File: src/rtl/gfx_command_engine.sv
// gfx_command_engine: 4-byte command frames -> framebuffer writes
// Ports: Clk/Rst, Rx* byte sink, Tx* reply, Fb* write port, Busy, ErrorCount
module gfx_command_engine #(
  parameter int PIXEL_BITS = 3,
  parameter int ADDR_BITS = 17,
  parameter int FB_DEPTH = 120000,
  parameter int TIMEOUT_CYCLES = 500000,
  parameter logic [7:0] ACK_BYTE = 8'h2A,
  parameter logic [7:0] NAK_BYTE = 8'h3F
) (
  input  logic Clk,
  input  logic Rst,
  input  logic [7:0] RxData,
  input  logic RxValid,
  output logic RxReady,
  output logic [7:0] TxData,
  output logic TxValid,
  input  logic TxReady,
  output logic FbWrite,
  output logic [ADDR_BITS-1:0] FbAddr,
  output logic [PIXEL_BITS-1:0] FbData,
  output logic Busy,
  output logic [15:0] ErrorCount
);

  localparam int TW =
    (TIMEOUT_CYCLES > 1) ? $clog2(TIMEOUT_CYCLES) : 1;
  localparam logic [TW-1:0] TO_LAST =
    TW'(TIMEOUT_CYCLES - 1);
  localparam logic [ADDR_BITS-1:0] P_LAST =
    ADDR_BITS'(FB_DEPTH - 1);
  localparam logic [32:0] DEPTH33 = 33'(FB_DEPTH);

  typedef enum logic [2:0] {
    IDLE, EXEC, FILL, STREAM, RESP
  } state_t;

  state_t state, stateNext;

  logic [1:0] byteCnt;
  logic [3:0] opcode;
  logic [23:0] arg;
  logic [TW-1:0] toCnt;
  logic [ADDR_BITS-1:0] ptr;
  logic [ADDR_BITS-1:0] lastAddr;
  logic sWr;
  logic [7:0] respByte;
  logic accept;
  logic toHit;
  logic toRun;
  logic errInc;
  logic pInRange;
  logic [PIXEL_BITS-1:0] argColor;
  logic [PIXEL_BITS-1:0] rxColor;
  logic [ADDR_BITS-1:0] argAddr;
  logic argUnused;

  assign argColor = arg[ADDR_BITS+PIXEL_BITS-1:ADDR_BITS];
  assign argAddr = arg[ADDR_BITS-1:0];
  assign rxColor = RxData[7:8-PIXEL_BITS];
  assign pInRange = 33'(argAddr) < DEPTH33;
  assign argUnused = ^arg;

  assign RxReady = (state == IDLE) || (state == STREAM);
  assign accept = RxValid && RxReady;
  assign Busy = (state != IDLE);
  assign toHit = (toCnt == TO_LAST);
  assign toRun = (state == IDLE && byteCnt != 2'd0)
              || state == STREAM || state == RESP;

  // PUT and the final stream pixel reuse FILL as a
  // one-address run so the write never lands in RESP.
  assign FbWrite = (state == FILL)
                || (state == STREAM && sWr);

  always_ff @(posedge Clk or posedge Rst) begin
    if (Rst) state <= IDLE;
    else     state <= stateNext;
  end

  always_comb begin
    stateNext = state;
    errInc = 1'b0;
    respByte = NAK_BYTE;
    unique case (state)
      IDLE: begin
        if (accept && byteCnt == 2'd3)
          stateNext = EXEC;
        else if (!RxValid && byteCnt != 2'd0 && toHit)
          errInc = 1'b1;
      end
      EXEC: begin
        unique case (opcode)
          4'd1: begin
            stateNext = RESP;
            respByte = arg[7:0];
          end
          4'd2: stateNext = pInRange ? FILL : RESP;
          4'd3: stateNext = pInRange ? STREAM : RESP;
          4'd4: stateNext = FILL;
          default: begin
            stateNext = RESP;
            errInc = 1'b1;
          end
        endcase
      end
      FILL: begin
        if (FbAddr == lastAddr) begin
          stateNext = RESP;
          respByte = ACK_BYTE;
        end
      end
      STREAM: begin
        if (accept && ptr == P_LAST) begin
          stateNext = FILL;
        end else if (!RxValid && toHit) begin
          stateNext = RESP;
          errInc = 1'b1;
        end
      end
      RESP: begin
        if (TxReady) begin
          stateNext = IDLE;
        end else if (toHit) begin
          stateNext = IDLE;
          errInc = 1'b1;
        end
      end
      default: stateNext = IDLE;
    endcase
  end

  always_ff @(posedge Clk or posedge Rst) begin
    if (Rst) begin
      byteCnt <= '0;
      opcode <= '0;
      arg <= '0;
      toCnt <= '0;
      ptr <= '0;
      lastAddr <= '0;
      sWr <= 1'b0;
      FbAddr <= '0;
      FbData <= '0;
      TxData <= '0;
      TxValid <= 1'b0;
      ErrorCount <= '0;
    end else begin
      if (stateNext != state || accept || errInc)
        toCnt <= '0;
      else if (toRun)
        toCnt <= toCnt + 1'b1;

      if (errInc && ErrorCount != 16'hFFFF)
        ErrorCount <= ErrorCount + 16'd1;

      unique case (state)
        IDLE: begin
          if (accept) begin
            byteCnt <= byteCnt + 2'd1;
            if (byteCnt == 2'd0)
              opcode <= RxData[7:4];
            else
              arg <= {arg[15:0], RxData};
          end else if (errInc) begin
            byteCnt <= '0;
          end
        end
        EXEC: begin
          sWr <= 1'b0;
          ptr <= argAddr;
          FbData <= argColor;
          if (opcode == 4'd4) begin
            FbAddr <= '0;
            lastAddr <= P_LAST;
          end else begin
            FbAddr <= argAddr;
            lastAddr <= argAddr;
          end
        end
        FILL: begin
          if (FbAddr != lastAddr)
            FbAddr <= FbAddr + 1'b1;
        end
        STREAM: begin
          sWr <= accept;
          if (accept) begin
            FbAddr <= ptr;
            FbData <= rxColor;
            lastAddr <= ptr;
            ptr <= ptr + 1'b1;
          end
        end
        default: ;
      endcase

      if (stateNext == RESP && state != RESP) begin
        TxValid <= 1'b1;
        TxData <= respByte;
      end else if (state == RESP && stateNext != RESP) begin
        TxValid <= 1'b0;
      end
    end
  end

endmodule
File: config.mk
export PLATFORM = sky130hd
export DESIGN_NAME = gfx_command_engine
export DESIGN_NICKNAME = d
export VERILOG_FILES = /design/src/rtl/gfx_command_engine.sv
export SDC_FILE = /design/constraint.sdc
export NUM_CORES = 1
export LEC_CHECK = 0
export ABC_CLOCK_PERIOD_IN_PS = 6000
export CAP_MARGIN = 20
export CORE_ASPECT_RATIO = 2
export CORE_MARGIN = 1
export CORE_UTILIZATION = 50
export CTS_CLUSTER_SIZE = 14
export DETAILED_ROUTE_END_ITERATION = 8
export PLACE_DENSITY = 0.71
export RECOVER_POWER = 100
export SLEW_MARGIN = 20
export SYNTH_ARGS = -nofsm -noshare
export SYNTH_HDL_FRONTEND = slang
export SYNTH_SLANG_ARGS = --single-unit
File: constraint.sdc
create_clock -name Clk -period 6 [get_ports Clk]
set_clock_uncertainty 0.1 [all_clocks]
set_input_delay 1.8 -clock Clk [delete_from_list [all_inputs] [get_ports Clk]]
set_output_delay 1.8 -clock Clk [all_outputs]
set_load 0.01 [all_outputs]
==> out/qor.yml, run 1 <==
status: "complete, but fails checks"
failed_checks: "capacitance limit, slew limit"
detailroute.via_count: 6227
postSynth.asyncResetShare: 1.000
grt_antenna_before_repair: 0
detailedPlacementHpwl_mm: 14.02
synth_seq_area_share: 0.4601
cp_max_fo: 38
post-cts-setup-buffer-count: 0
synth_seq_cells: 128
power_density_mw_per_mm2: 289.2
setup.worst_path.end_class: "register"
finalCritPeriodShare: 0.8350
detail_route.wl_per_cell_um: 20.55
totalWireLength_mm: 19.73
detail_route.drc_violations: 0
fin_crit_ns: 5.010
synth_enable_flop_cells: 0
worstSkewPairLatency_ns: 0.42
pwr-share-comb: 0.130
reg2regPathDepth: 4
multiInputGateArea_mm2: 0.003502
synth.most_common_cell: "sky130_fd_sc_hd__dfrtp_1"
detailed_place.area_mm2: 0.007624
p_int_mw: 1.735
number_of_search_and_repair_iterations_in_the_first_detailed_routing_pass: 6
cts_hold_repair.buffers: 0
cts_buffers: 17
area.sequential_mm2: 0.003203
worstPathArrival_ns: 5.07
initial_drc_count: 615
dieHeight_um: 168.9
fin_area_mm2: 0.008217
stdcell_count: 960
ant_nets: 0
routed_via_density: 6.486
sw_frac_of_total: 0.2696
post_cts.resized_instances: 0
yosys-top-cells-count: "sky130_fd_sc_hd__dfrtp_1 (128), sky130_fd_sc_hd__nand2_1 (82), sky130_fd_sc_hd__nor2_1 (67), sky130_fd_sc_hd__o21ai_0 (59), sky130_fd_sc_hd__nor4_1 (35)"
cap_violations: 3
number_of_placed_instances_with_taps_included: 927
ys.flop_type: "sky130_fd_sc_hd__dfrtp_1"
power.share.clock: 0.444
design.core.area_mm2: 0.01351
final_setup_slack_of_the_worst_path_ns: 0.9903
syn2layout_area_growth_pct: 18.03
final_core_utilization: 0.6081
floorplan.rows: 60
crit_path_start: "RxValid"
post-synth-top-area-cell: "sky130_fd_sc_hd__dfrtp_1"
tritoncts: "yes"
io_pins: 60
slew_violations: 76
regToRegEndpoint: "lastAddr[0]"
pwr-share-seq: 0.425
grt_start_max_net_pins: 80
synth_top_cell_area_share: 0.4601
switchingPower_uw: 640.6
synth_area_per_cell_um2: 9.282
post-place-ws_ns: 1.576
number_of_global_route_vias_before_repair: 6135
achievable-frequency_mhz: 199.6
critPathCapture: "lastAddr[0]"
vdd_drop_max_mv: 0.2210
report.final.setup_viol: 0
worst_ep_required_time_ns: 6.06
clock_tree.root_cell: "sky130_fd_sc_hd__clkbuf_16"
design_power_total_mw: 2.376
syn-cell-area_mm2: 0.006962
floorplan.die.width_um: 85.44
worst-setup-path-type: "input port to register"
unique_cell_type_count_in_the_yosys_netlist: 65
clk_pin_slew_worst_paths_ns: 0.06
globalRoute.totalOverflow: 0
nets: 811
level_count_of_the_clock_h_tree: 4
max_slew.worst_pin.slew_ns: 2.812
hold_ws_ns: 0.3891
global_route.usage.total: 0.2852
final.fill_count: 1125
fin_hold_viols: 0
die_area_mm2: 0.01443
post_route_cells_drive_above_1_share: 0.08696
crit-reg2reg-launch: "state[0]"
maxSlewHeadroom: -0.8750
gp_routability_congestion: 0.8819
cts_max_path_buffers: 2
finalSetupTns_ns: 0
post_synth_inst_count: 750
reg2reg_setup_slack_ns: 1.47
min_path_type: "register to register"
start_kind: "input port"
grt_setup_unrepaired: "no"
yosysWarnings: 0
ant_diodes: 0
grt_first_pass_wirelength_mm: 31.70
start_util: 0.5152
postSynthNetCount: 769
synth_top_cells_by_area: "sky130_fd_sc_hd__dfrtp_1 (46%), sky130_fd_sc_hd__nand2_1 (4.4%), sky130_fd_sc_hd__o21ai_0 (4.2%)"
leakage_nw: 3.561
cts.sinks: 128
portBuffers: 59
worst max-delay path, stage by stage:
cell,delay [ns]
sky130_fd_sc_hd__dlygate4sd3_1,0.74
sky130_fd_sc_hd__a21oi_1,2.13
sky130_fd_sc_hd__o21ai_0,0.39
power by group through the flow:
stage          combinational (mW)  clock, mW  sequential [mW]
2_1_floorplan               0.194          0             1.01
3_3_place_gp                0.298          0             1.02
3_5_place_dp                0.310          0             1.02
4_1_cts                     0.313       1.06             1.01
5_1_grt                     0.339       1.10             1.02
6_report                    0.310       1.06             1.01
cells by family after synthesis:
kind of cell | share of synthesized area
flops | 0.4601
buf+inv | 0.03612
xor+xnor | 0.06542
mux | 0.04206
compound gates | 0.1722
fa+ha+maj | 0.01258
simple gates | 0.2115
final cells by class:
| type | count | share of cell area |
|---|---|---|
| well taps | 155 | 0.02360 |
| repair buffers | 66 | 0.07888 |
| multi-input cells | 561 | 0.4262 |
| inverters | 18 | 0.008375 |
| flip-flops and latches | 128 | 0.3898 |
| clock buffers | 23 | 0.05695 |
| clock inverters | 9 | 0.01614 |
state kept, by name, summed over array words and instances, names as in the netlist:
name,cells
ptr,17
FbAddr,17
FbData,3
arg,20
ErrorCount,16
toCnt,19
TxData,8
state,3
lastAddr,17
byteCnt,2
TxValid,1
opcode,4
sWr,1
how the worst min path moves through the flow:
stage                           endpoint  slack [ns]            from  depth (start not counted)
final                     ErrorCount[15]        0.39  ErrorCount[15]                          1
after global routing       ErrorCount[6]        0.42   ErrorCount[6]                          1
after CTS                 ErrorCount[15]        0.40  ErrorCount[15]                          1
after detailed placement  ErrorCount[15]        0.39  ErrorCount[15]                          1
after global placement       lastAddr[7]        0.38     lastAddr[7]                          2
after floorplan              lastAddr[0]        0.37     lastAddr[0]                          2
cells in the final DEF (no fill, tap or decap), types with 3 or more instances in the layout:
cell,synthesis,routed
sky130_fd_sc_hd__a21oi_1,34,34
sky130_fd_sc_hd__a222oi_1,6,6
sky130_fd_sc_hd__nand3b_1,3,3
sky130_fd_sc_hd__o21ai_0,59,61
sky130_fd_sc_hd__o211ai_1,3,4
sky130_fd_sc_hd__and3_1,8,8
sky130_fd_sc_hd__nand4_1,16,16
sky130_fd_sc_hd__o22ai_1,21,21
sky130_fd_sc_hd__a32oi_1,3,3
sky130_fd_sc_hd__clkbuf_1,27,8
sky130_fd_sc_hd__nor3_2,5,5
sky130_fd_sc_hd__clkdlybuf4s50_1,0,9
sky130_fd_sc_hd__dfrtp_1,128,128
sky130_fd_sc_hd__a22oi_1,4,4
sky130_fd_sc_hd__mux2_2,26,26
sky130_fd_sc_hd__ha_1,7,7
sky130_fd_sc_hd__and4_1,5,5
sky130_fd_sc_hd__a31oi_1,13,13
sky130_fd_sc_hd__nor4_1,35,35
sky130_fd_sc_hd__nand3_1,30,30
sky130_fd_sc_hd__a221oi_1,10,10
sky130_fd_sc_hd__xor2_1,30,30
sky130_fd_sc_hd__and2_1,7,6
sky130_fd_sc_hd__nand2_1,82,82
sky130_fd_sc_hd__nor2_1,67,66
sky130_fd_sc_hd__xnor2_1,22,22
sky130_fd_sc_hd__inv_1,18,17
sky130_fd_sc_hd__dlygate4sd3_1,0,50
sky130_fd_sc_hd__or3_1,3,3
sky130_fd_sc_hd__nor3_1,12,12
sky130_fd_sc_hd__a22o_1,3,3
sky130_fd_sc_hd__clkbuf_16,0,17
sky130_fd_sc_hd__bufinv_16,0,3
sky130_fd_sc_hd__or4_1,5,5
sky130_fd_sc_hd__o21a_1,5,5
metal layers:
metal  wire length, µm  up-vias  share of wire  track usage
met3               994       66          0.050      0.04681
met5                 0        -              0            0
met2             10700      278           0.54       0.5165
met4              1144        0          0.058       0.1819
met1              6895     3041           0.35       0.2996
li1                  -     2842              -            -
Power figures use the tool's default switching activity.
==> inputs of run 2 (changes only) <==
Settings changed: ABC_CLOCK_PERIOD_IN_PS 6000 to 4400, PLACE_DENSITY 0.71 to 0.73.
Clock period 6 ns to 4.4 ns, I/O delays scaled along.
==> out/qor.yml, run 2 (synthesized netlist as in run 1, its figures left out) <==
status: "complete, but fails checks"
failed_checks: "capacitance limit, slew limit"
ant_diodes: 0  # unchanged
cp_max_fo: 16  # -58%
largest-register: "arg"
leakage_nw: 3.575  # +0.39%
ant_nets: 0  # unchanged
maxSlewHeadroom: -0.09040  # +0.7846
top_layer_used: "met4"
syn2layout_area_growth_pct: 18.31
final_setup_slack_of_the_worst_path_ns: 0.4952  # -0.4951 ns
level_count_of_the_clock_h_tree: 4  # unchanged
met3_length_mm: 1.061  # +6.7%
switchingPower_uw: 902.1  # +41%
met2WireLength_mm: 10.65  # -0.44%
critical-path-slowest-cell: "sky130_fd_sc_hd__o21ai_1"
pwr-share-seq: 0.418  # -0.007
totalWireLength_mm: 20.00  # +1.4%
pwr-share-comb: 0.127  # -0.003
fin_crit_ns: 3.905
min_path_type: "register to register"
power_density_mw_per_mm2: 400.3  # +38%
post_cts.resized_instances: 0  # unchanged
initial_drc_count: 521  # -15%
timing.critical_path.cells: "dlygate4sd3_1 -> clkbuf_1 -> a211o_1 -> a211oi_1 -> o21ai_1 -> mux2_2"
portBuffers: 59  # unchanged
detail_route.wl_per_cell_um: 20.77  # +1.1%
max_slew.worst_pin.slew_ns: 1.636  # -1.177 ns
sw_frac_of_total: 0.2736  # +0.003976
largest_register_ffs: 20  # unchanged
power.share.clock: 0.455  # +0.011
achievable-frequency_mhz: 256.1
detailed_place.area_mm2: 0.007660  # +0.48%
cts_hold_repair.buffers: 0  # unchanged
largest_registers_in_the_final_layout: "arg (20), toCnt (19)"
grt_first_pass_wirelength_mm: 32.79  # +3.4%
post-place-ws_ns: 0.7607  # -0.8150 ns
worstSkewPairLatency_ns: 0.42  # about the same
finalSetupTns_ns: 0  # unchanged
met1_length_mm: 7.147  # +3.7%
clk_pin_slew_worst_paths_ns: 0.06  # about the same
final_core_utilization: 0.6095  # +0.001481
floorplan.die.width_um: 85.44  # unchanged
cts_max_path_buffers: 2  # unchanged
clock_tree.root_cell: "sky130_fd_sc_hd__clkbuf_16"
report.final.setup_viol: 0  # unchanged
cts.sinks: 128  # unchanged
post_route_cells_drive_above_1_share: 0.09035  # +0.003390
dieHeight_um: 168.9  # unchanged
mostFrequentLayoutCell: "sky130_fd_sc_hd__dfrtp_1"
critPathMaxStageDelay_ns: 1.03  # -1.10 ns
grt_setup_unrepaired: "no"
worstPathArrival_ns: 4.11  # -0.96 ns
start_util: 0.5152  # unchanged
design.core.area_mm2: 0.01351  # unchanged
number_of_search_and_repair_iterations_in_the_first_detailed_routing_pass: 6  # unchanged
die_area_mm2: 0.01443  # unchanged
floorplan.rows: 60  # unchanged
fin_hold_viols: 0  # unchanged
start_kind: "input port"
grt_antenna_before_repair: 0  # unchanged
tritoncts: "yes"
gp_routability_congestion: 0.8553  # -3.0%
post-cts-setup-buffer-count: 0  # unchanged
most-common-layout-cells: "sky130_fd_sc_hd__dfrtp_1 (128), sky130_fd_sc_hd__nand2_1 (82), sky130_fd_sc_hd__nor2_1 (66), sky130_fd_sc_hd__o21ai_0 (60), sky130_fd_sc_hd__dlygate4sd3_1 (50)"
finalCritPeriodShare: 0.8875
detail_route.drc_violations: 0  # unchanged
io_pins: 60  # unchanged
setup.worst_path.end_class: "register"
multiInputGateArea_mm2: 0.003490  # -0.36%
cap_violations: 2  # -1
slew_violations: 59  # -22%
routed_via_density: 6.517  # +0.47%
final.fill_count: 1166  # +3.6%
vdd_drop_max_mv: 0.3027  # +37%
fin_area_mm2: 0.008237  # +0.24%
detailedPlacementHpwl_mm: 14.01  # about the same
design_power_total_mw: 3.297  # +39%
area.sequential_mm2: 0.003203  # unchanged
worst-setup-path-type: "input port to register"
globalRoute.totalOverflow: 0  # unchanged
global_route.usage.total: 0.2938  # +0.008634
nets: 814  # +0.37%
worst_ep_required_time_ns: 4.60  # -1.46 ns
number_of_global_route_vias_before_repair: 6423  # +4.7%
grt_start_max_net_pins: 69  # -14%
detailroute.via_count: 6276  # +0.79%
p_int_mw: 2.395  # +38%
cts_buffers: 17  # unchanged
run 2: per-layer routing:
| metal | track usage | vias up |
|---|---|---|
| li1 | - | 2864 |
| met1 | 0.3188 | 3055 |
| met2 | 0.5106 | 280 |
| met3 | 0.06095 | 77 |
| met4 | 0.1906 | 0 |
| met5 | 0 | - |
run 2: worst max-delay path, delay by kind of cell:
kind                   cells  cell delay [ns]
AOI/OAI and AO/OA          3             1.33
muxes                      1             0.42
buffers and inverters      2             1.03
run 2: cell type report:
type | instances | area share
clock buffers | 19 | 0.05256
clock inverters | 13 | 0.02279
multi-input cells | 561 | 0.4237
inverters | 18 | 0.008355
repair buffers | 69 | 0.08021
flip-flops and latches | 128 | 0.3889
well taps | 155 | 0.02355
run 2: path summary, 6_finish.rpt:
path	startpoint	endpoint	slack, ns	cells after the start
setup / recovery	RxValid	ErrorCount[1]	0.50	6
hold / removal	ErrorCount[6]	ErrorCount[6]	0.40	1
setup reg to reg	FbAddr[0]	TxData[4]	0.82	8
hold reg to reg	ErrorCount[6]	ErrorCount[6]	0.40	1
max in group asynchronous	Rst	state[0]	1.27	3
min in group asynchronous	Rst	FbAddr[13]	1.48	2
run 2: power by group through the flow:
stage	Combinational, mW	Sequential (mW)	Clock (mW)
5_1_grt	0.465	1.39	1.56
3_5_place_dp	0.424	1.39	0
6_report	0.420	1.38	1.50
4_1_cts	0.428	1.37	1.51
2_1_floorplan	0.265	1.38	0
3_3_place_gp	0.405	1.39	0
run 2: per-stage QoR:
stage	hold WS, ns	cells
global placement	0.3864	931
detailed placement	0.3942	931
floorplan	0.3702	750
finish	0.3964	963
CTS	0.4062	963
global route	0.4158	963
==> inputs of run 3 (changes only) <==
Settings changed: REMOVE_ABC_BUFFERS set to 1.
==> out/qor.yml, run 3 (synthesized netlist as in run 1, its figures left out) <==
status: "complete, but fails checks"
failed_checks: "capacitance limit, slew limit"
critPathCapture: "TxData[4]"
totalWireLength_mm: 19.75  # -1.3%
initial_drc_count: 706  # +36%
crit_path_start: "RxValid"
mostFrequentLayoutCell: "sky130_fd_sc_hd__dfrtp_1"
cp_max_fo: 15  # -1
leakage_nw: 3.591  # +0.44%
grt_setup_unrepaired: "no"
worst_ep_required_time_ns: 4.58  # -0.02 ns
gp_routability_congestion: 0.8624  # +0.83%
dieHeight_um: 168.9  # unchanged
portBuffers: 59  # unchanged
vdd_drop_max_mv: 0.2579  # -15%
maxSlewHeadroom: -0.5508  # -0.4604
global_route.usage.total: 0.2891  # -0.004750
clk_pin_slew_worst_paths_ns: 0.06  # about the same
final.fill_count: 1129  # -3.2%
setup.worst_path.end_class: "register"
regToRegEndpoint: "toCnt[5]"
post_cts.resized_instances: 0  # unchanged
design.core.area_mm2: 0.01351  # unchanged
detailroute.via_count: 6249  # -0.43%
crit-reg2reg-launch: "state[0]"
fin_hold_viols: 0  # unchanged
cts_max_path_buffers: 2  # unchanged
floorplan.die.width_um: 85.44  # unchanged
worstSkewPairLatency_ns: 0.42  # about the same
met2WireLength_mm: 10.67  # +0.16%
fin_crit_ns: 3.935  # +0.02985 ns
worst-setup-path-type: "input port to register"
cts.sinks: 128  # unchanged
reg2regPathDepth: 6  # -2
number_of_search_and_repair_iterations_in_the_first_detailed_routing_pass: 6  # unchanged
start_util: 0.5152  # unchanged
level_count_of_the_clock_h_tree: 4  # unchanged
worstPathArrival_ns: 4.12  # about the same
start_kind: "input port"
slew_violations: 98  # +66%
cts_buffers: 17  # unchanged
grt_antenna_before_repair: 0  # unchanged
largest-register: "arg"
largest_registers_in_the_final_layout: "arg (20), toCnt (19)"
clock_tree.root_cell: "sky130_fd_sc_hd__clkbuf_16"
syn2layout_area_growth_pct: 18.57
met1_length_mm: 6.855  # -4.1%
floorplan.rows: 60  # unchanged
min_path_type: "register to register"
routed_via_density: 6.462  # -0.84%
achievable-frequency_mhz: 254.2  # -0.76%
detail_route.drc_violations: 0  # unchanged
top_layer_used: "met4"
tritoncts: "yes"
io_pins: 60  # unchanged
cap_violations: 2  # unchanged
finalSetupTns_ns: 0  # unchanged
grt_start_max_net_pins: 59  # -14%
ant_nets: 0  # unchanged
globalRoute.totalOverflow: 0  # unchanged
report.final.setup_viol: 0  # unchanged
max_slew.worst_pin.slew_ns: 2.326  # +0.6907 ns
detail_route.wl_per_cell_um: 20.43  # -1.7%
grt_first_pass_wirelength_mm: 32.29  # -1.5%
detailedPlacementHpwl_mm: 14.08  # +0.49%
post-cts-setup-buffer-count: 0  # unchanged
cts_hold_repair.buffers: 0  # unchanged
met3_length_um: 997  # -6.0%
largest_register_ffs: 20  # unchanged
power_density_mw_per_mm2: 404.7  # +1.1%
nets: 818  # +0.49%
die_area_mm2: 0.01443  # unchanged
final_core_utilization: 0.6108  # +0.001296
most-common-layout-cells: "sky130_fd_sc_hd__dfrtp_1 (128), sky130_fd_sc_hd__nand2_1 (82), sky130_fd_sc_hd__nor2_1 (67), sky130_fd_sc_hd__o21ai_0 (60), sky130_fd_sc_hd__dlygate4sd3_1 (50)"
post_route_cells_drive_above_1_share: 0.09113  # +0.0007865
reg2reg_setup_slack_ns: 0.73  # -0.09 ns
number_of_global_route_vias_before_repair: 6390  # -0.51%
finalCritPeriodShare: 0.8942  # +0.006785
ant_diodes: 0  # unchanged
==> run 3: cell count changes in the layout (fill, tap and decap cells not counted), sizes merged <==
| cell | change |
|---|---|
| clkbuf | +4 |
| clkinv | -4 |
| inv | +2 |
| buf | +2 |
==> run 3: worst max-delay path: stages <==
cell,delay (ns)
sky130_fd_sc_hd__dlygate4sd3_1,0.53
sky130_fd_sc_hd__clkbuf_1,0.33
sky130_fd_sc_hd__nor3_1,0.38
sky130_fd_sc_hd__a22oi_1,0.21
sky130_fd_sc_hd__o21ai_0,0.34
sky130_fd_sc_hd__ha_1,0.51
sky130_fd_sc_hd__a21boi_1,0.35
sky130_fd_sc_hd__a21oi_1,0.13
==> run 3: how the worst min path moves through the flow <==
stage / start / endpoint / slack (ns) / cells past startpoint
floorplan: lastAddr[0] / lastAddr[0] / 0.37 / 2
global placement: lastAddr[1] / lastAddr[1] / 0.38 / 2
detailed placement: lastAddr[7] / lastAddr[7] / 0.39 / 2
CTS: lastAddr[7] / lastAddr[7] / 0.40 / 2
global route: ErrorCount[15] / ErrorCount[15] / 0.42 / 1
finish: lastAddr[7] / lastAddr[7] / 0.40 / 2
==> run 3: cell type report <==
cell class,instances,area [µm²],share of cell area
multi-input combinational,561,3466,0.4199
clock inverter,11,176.4,0.02137
sequential,128,3203,0.3881
inverter,18,67.56,0.008186
tap,155,193.9,0.02350
clock buffer,21,470.5,0.05700
timing repair buffer,73,676.9,0.08201
==> run 3: where the power goes <==
part | switching (mW) | total (mW) | internal [mW] | leakage (nW)
registers | 0.122 | 1.38 | 1.26 | 1.70
clock network | 0.540 | 1.54 | 0.998 | 0.303
logic | 0.236 | 0.421 | 0.185 | 1.59
total | 0.897 | 3.34 | 2.44 | 3.59
==> run 3: metal layers <==
layer,vias up,track usage
li1,2867,-
met1,3011,0.2956
met2,291,0.5217
met3,80,0.05461
met4,0,0.1957
met5,-,0
==> run 3: metrics by stage <==
| stage | instance area, µm² | power, mW | cells | hold slack (ns) | worst slack [ns] |
|---|---|---|---|---|---|
| 3_3_place_gp | 7666 | 1.795 | 934 | 0.3841 | 0.7302 |
| 3_5_place_dp | 7677 | 1.818 | 935 | 0.3919 | 0.5469 |
| 4_1_cts | 8324 | 3.350 | 967 | 0.4040 | 0.7616 |
| 6_report | 8254 | 3.341 | 967 | 0.4049 | 0.4653 |
| 2_1_floorplan | 6778 | 1.639 | 707 | 0.3702 | -0.4326 |
| 5_1_grt | 8254 | 3.449 | 967 | 0.4233 | 0.3217 |
